`src/rtl/vec_sequencer.sv`:
```
// vec_sequencer: control FSM that walks a vector job element by element.
// For each element it loads A/B, loads C, multiplies, adds and stores C,
// waiting on mem_ready for the three memory phases. All datapath strobes
// and status outputs are Moore outputs decoded from the current state.
module vec_sequencer #(
    parameter logic [1:0] MUL_SEL_CFG = 2'b00,
    parameter logic [1:0] ADD_SEL_CFG = 2'b00
) (
    input  logic        clk,
    input  logic        rst,
    input  logic        start,
    input  logic [31:0] n,
    input  logic        abort,
    input  logic        mem_ready,
    output logic        load_a_en,
    output logic        load_b_en,
    output logic        load_c_en,
    output logic        mul_en,
    output logic        add_en,
    output logic        store_c_en,
    output logic [1:0]  mul_sel,
    output logic [1:0]  add_sel,
    output logic [31:0] idx,
    output logic        busy,
    output logic        done
);

    localparam logic [2:0] S_IDLE  = 3'd0;
    localparam logic [2:0] S_LD_AB = 3'd1;
    localparam logic [2:0] S_LD_C  = 3'd2;
    localparam logic [2:0] S_MUL   = 3'd3;
    localparam logic [2:0] S_ADD   = 3'd4;
    localparam logic [2:0] S_ST_C  = 3'd5;
    localparam logic [2:0] S_FIN   = 3'd6;

    logic [2:0]  r_state;
    logic [31:0] r_idx;
    logic [31:0] r_n_reg;

    logic [2:0]  w_state_nxt;
    logic [31:0] w_idx_nxt;
    logic [31:0] w_n_reg_nxt;
    logic        w_last;
    logic        w_abortable;

    // The final element is the one whose index equals n_reg-1; n_reg is
    // never zero while in ST_C because n==0 jumps straight to FIN.
    assign w_last      = (r_idx == (r_n_reg - 32'd1));
    assign w_abortable = (r_state != S_IDLE) && (r_state != S_FIN);

    // Next-state, index and count update; abort overrides every other input.
    always_comb begin
        w_state_nxt = r_state;
        w_idx_nxt   = r_idx;
        w_n_reg_nxt = r_n_reg;
        if (abort && w_abortable) begin
            w_state_nxt = S_IDLE;
            w_idx_nxt   = 32'd0;
        end else begin
            case (r_state)
                S_IDLE: begin
                    if (start) begin
                        w_n_reg_nxt = n;
                        w_idx_nxt   = 32'd0;
                        w_state_nxt = (n == 32'd0) ? S_FIN : S_LD_AB;
                    end
                end
                S_LD_AB: begin
                    if (mem_ready) begin
                        w_state_nxt = S_LD_C;
                    end
                end
                S_LD_C: begin
                    if (mem_ready) begin
                        w_state_nxt = S_MUL;
                    end
                end
                S_MUL: begin
                    w_state_nxt = S_ADD;
                end
                S_ADD: begin
                    w_state_nxt = S_ST_C;
                end
                S_ST_C: begin
                    if (mem_ready) begin
                        if (w_last) begin
                            w_state_nxt = S_FIN;
                        end else begin
                            w_idx_nxt   = r_idx + 32'd1;
                            w_state_nxt = S_LD_AB;
                        end
                    end
                end
                S_FIN: begin
                    w_state_nxt = S_IDLE;
                end
                default: begin
                    w_state_nxt = S_IDLE;
                    w_idx_nxt   = 32'd0;
                end
            endcase
        end
    end

    // State registers; reset wins over abort and start in every state.
    always_ff @(posedge clk) begin
        if (rst) begin
            r_state <= S_IDLE;
            r_idx   <= 32'd0;
            r_n_reg <= 32'd0;
        end else begin
            r_state <= w_state_nxt;
            r_idx   <= w_idx_nxt;
            r_n_reg <= w_n_reg_nxt;
        end
    end

    // Moore output decode: exactly one strobe group per active state.
    always_comb begin
        load_a_en  = 1'b0;
        load_b_en  = 1'b0;
        load_c_en  = 1'b0;
        mul_en     = 1'b0;
        add_en     = 1'b0;
        store_c_en = 1'b0;
        mul_sel    = 2'b00;
        add_sel    = 2'b00;
        done       = 1'b0;
        case (r_state)
            S_LD_AB: begin
                load_a_en = 1'b1;
                load_b_en = 1'b1;
            end
            S_LD_C: begin
                load_c_en = 1'b1;
            end
            S_MUL: begin
                mul_en  = 1'b1;
                mul_sel = MUL_SEL_CFG;
            end
            S_ADD: begin
                add_en  = 1'b1;
                add_sel = ADD_SEL_CFG;
            end
            S_ST_C: begin
                store_c_en = 1'b1;
            end
            S_FIN: begin
                done = 1'b1;
            end
            default: begin
                done = 1'b0;
            end
        endcase
    end

    assign busy = (r_state != S_IDLE);
    assign idx  = r_idx;

endmodule

```
`config.mk`:
```
export PLATFORM = sky130hd
export DESIGN_NAME = vec_sequencer
export DESIGN_NICKNAME = d
export VERILOG_FILES = /design/src/rtl/vec_sequencer.sv
export SDC_FILE = /design/constraint.sdc
export NUM_CORES = 1
export LEC_CHECK = 0
export CAP_MARGIN = 30
export CORE_MARGIN = 2
export CORE_UTILIZATION = 30
export CTS_CLUSTER_SIZE = 8
export DETAILED_ROUTE_END_ITERATION = 16
export PLACE_DENSITY = 0.51
export SYNTH_ARGS = -nofsm -noshare
export SYNTH_HDL_FRONTEND = slang
export SYNTH_SLANG_ARGS = --single-unit
```
`constraint.sdc`:
```
create_clock -name clk -period 5.07 [get_ports clk]
set_clock_uncertainty 0.05 [all_clocks]
set_input_delay 0.507 -clock clk [delete_from_list [all_inputs] [get_ports clk]]
set_output_delay 0.507 -clock clk [all_outputs]
set_load 0.005 [all_outputs]
```
==> results.ini <==
[cts]
cts_max_level = 3
clkLatencyLatePin_ns = 0.34
cts_buffers = 9
cts_max_path_buffers = 2
cts_tree = done
clk_pin_slew_ns = 0.06
post_cts_buffers = 0
holdBufCountCts = 0
cts-root-buf = clkbuf_16
cts-resized-gates = 0
clock-sinks = 67

[timing]
tightest_slew_ns = 0.8601
rsz0062_at_grt = no
tns_ns = 0
fin_crit_sh_pct = 74.19
min_period_ns = 3.761
drv_slew = 0
finalSetupViolations = 0
clock.fmax_mhz = 265.9
slew_headroom_pct = 42.45
finalHoldViolations = 0

[worst_setup_path]
cp.arrival_ns = 3.93
r2r-start = r_n_reg[2]
critical_path_depth = 9
cpPeakStageDelay_ns = 0.58
worstSetupEndpointType = flip-flop
cp-startpoint = r_n_reg[2]
crit_end = idx[30]
crit_buf_inv = 1
path_cells = nor4_4 > nand4_2 > o31a_1 > or4_1 > a311oi_2 > and4_1 > buf_12 > or4_1 > a21oi_1
cp_max_fo = 45
critPathSlowestCell = and4_1
rrSetupSlack_ns = 1.31
worst_setup_path_start_kind = flip-flop
cp_common_cell = or4_1
reg2reg_to = idx[30]
required_ns = 5.24
critPathKind = flip-flop to flip-flop
cp_top_family = simple AND/OR/NAND/NOR gates
r2r_cells = 9

[yosys]
synth_xor_area_share_pct = 7.466
yosys_warnings = 0
ys.flop_type = dfxtp_1
synthAdderAreaFrac_pct = 0.5613
async_reset_ff_share_pct = 0
yosys_register_bits = 67
synth-edff-count = 0
synth-compound-area-share_pct = 20.38
ys_seq_area_share_pct = 30.09
yosys-top-cells-area = dfxtp_1 30%, nand2_1 7.6%, a21oi_1 6.7%
syn_inst = 591
syn-cell-area_um2 = 4458
synth_top_area_share_pct = 30.09
synth_top_cell_by_area = dfxtp_1
synth.most_common_cell = nand2_1
synth_top_family_by_area = simple AND/OR/NAND/NOR gates
synthMuxAreaShare_pct = 0.4491
ys_types = 62
synthSimpleGateAreaFrac_pct = 34.44
synth_common_cells = 90 x nand2_1, 67 x dfxtp_1, 60 x a21oi_1, 32 x nor2_1, 29 x clkbuf_1
avgSynthCellArea_um2 = 7.543

[layout]
finalNetCount = 680
antenna_cells = 0
drive_above_1_share_pct = 6.811
fin_area_um2 = 5579
area_growth_pct = 25.15

[place]
placed_area_um2 = 5286
port_buffers = 76
place_congestion = 0.9414
dp_hpwl_mm = 10.88

[power]
peakVddDrop_v = 0.0001293
power_leakage_nw = 1.825
power_density_nw_per_um2 = 378.2

[routing]
dr.pass1.iters = 5
vias_per_cell = 5.598
wire_per_inst_um = 17.42
postRouteAntennaNets = 0
drt_iter0_drc = 363
drt-total-wl_mm = 14.46
vias = 4646
drc = 0

[hold_path]
hp-class = flip-flop to flip-flop
min_from = r_n_reg[31]

[outcome]
status = complete, no violations

[floorplanning]
ios = 81
die_w_um = 125.9
dieArea_um2 = 15850
initial_utilization_pct = 30.67
fp.dieH_um = 125.9
rows = 44
core-area_um2 = 14530

[global_routing]
antenna_found_initial = 0
track_usage_pct = 18.16
grt_pass1_wl_mm = 23.21
grt_max_degree = 46
grt_pass1_vias = 4333
gr-total-overflow = 0

[flow_run]
drv_cap = 0

-- logic make-up after synthesis --
| logic type | Yosys count |
|---|---|
| AOI/OAI and AO/OA | 142 |
| xor gates and xnor gates | 38 |
| adders and majority gates | 2 |
| buffers and inverters | 58 |
| DFF | 67 |
| muxes | 2 |
| other | 1 |
| and+or+nand+nor | 281 |
-- worst min-delay path, cell delays in order (launching register included) --
cell     delay, ns
dfxtp_1       0.32
nand2_1       0.06
a21oi_1       0.05
-- through the flow --
| stage | hold slack, ns | power [W] | utilization, % | std cells | setup slack [ns] |
|---|---|---|---|---|---|
| CTS | 0.4302 | 0.002110 | 38.39 | 830 | 1.343 |
| floorplan | 0.3988 | 0.001249 | - | 594 | 2.160 |
| global placement | 0.4175 | 0.001470 | 36.27 | 813 | 1.384 |
| global route | 0.4716 | 0.002236 | 38.39 | 830 | 1.057 |
| finish | 0.4247 | 0.002110 | 38.39 | 830 | 1.309 |
| detailed placement | 0.4230 | 0.001490 | 36.37 | 814 | 1.354 |
-- worst min path at each step --
stage / end / cells past startpoint / slack [ns]
after global placement: r_n_reg[31] / 2 / 0.42
after CTS: r_n_reg[31] / 2 / 0.43
final: r_n_reg[31] / 2 / 0.42
after global routing: r_n_reg[31] / 2 / 0.47
after floorplan: r_n_reg[31] / 2 / 0.40
after detailed placement: r_n_reg[31] / 2 / 0.42
-- power breakdown --
| group | leakage (nW) | switching [W] | internal, W | total (W) |
|---|---|---|---|---|
| logic | 1.13 | 0.000482 | 0.000322 | 0.000804 |
| clock network | 0.146 | 0.000236 | 0.000384 | 0.000620 |
| registers | 0.545 | 0.000108 | 0.000578 | 0.000686 |
-- routing by layer --
metal,part of all wire (%),track usage (%),wire [um]
met4,1.6,5.753,231
met1,46,24.35,6671
met2,47,29.60,6864
met3,4.8,3.356,690
met5,0,0,0
-- cells in the final DEF (no fill, tap or decap), types with 5 or more instances in the layout --
cell,Yosys,final
dfxtp_1,67,67
and3_1,7,7
or3_1,13,13
or4_1,23,23
o21ai_0,8,7
nand4_1,24,24
a21oi_2,5,5
xnor2_1,24,24
clkdlybuf4s50_1,0,76
o21ai_2,5,6
nor3_1,18,18
o31ai_1,11,11
buf_4,8,5
o211ai_1,7,7
inv_1,11,11
nor4_1,20,20
nand2_1,90,90
clkbuf_16,0,9
o22ai_1,5,5
a211oi_1,6,6
a21oi_1,60,60
and2_1,6,6
o21ai_1,8,8
nand3_1,18,18
nor2_1,32,32
xor2_1,14,14
-- layout make-up --
class,count,area [um^2]
tap,184,230.2
timing repair buffer,83,833.3
clock inverter,1,5.005
multi-input combinational,469,2840
clock buffer,15,287.8
sequential,67,1341
inverter,11,41.29
fill,1574,8955
No activity file was read; power rests on OpenSTA's default activity.
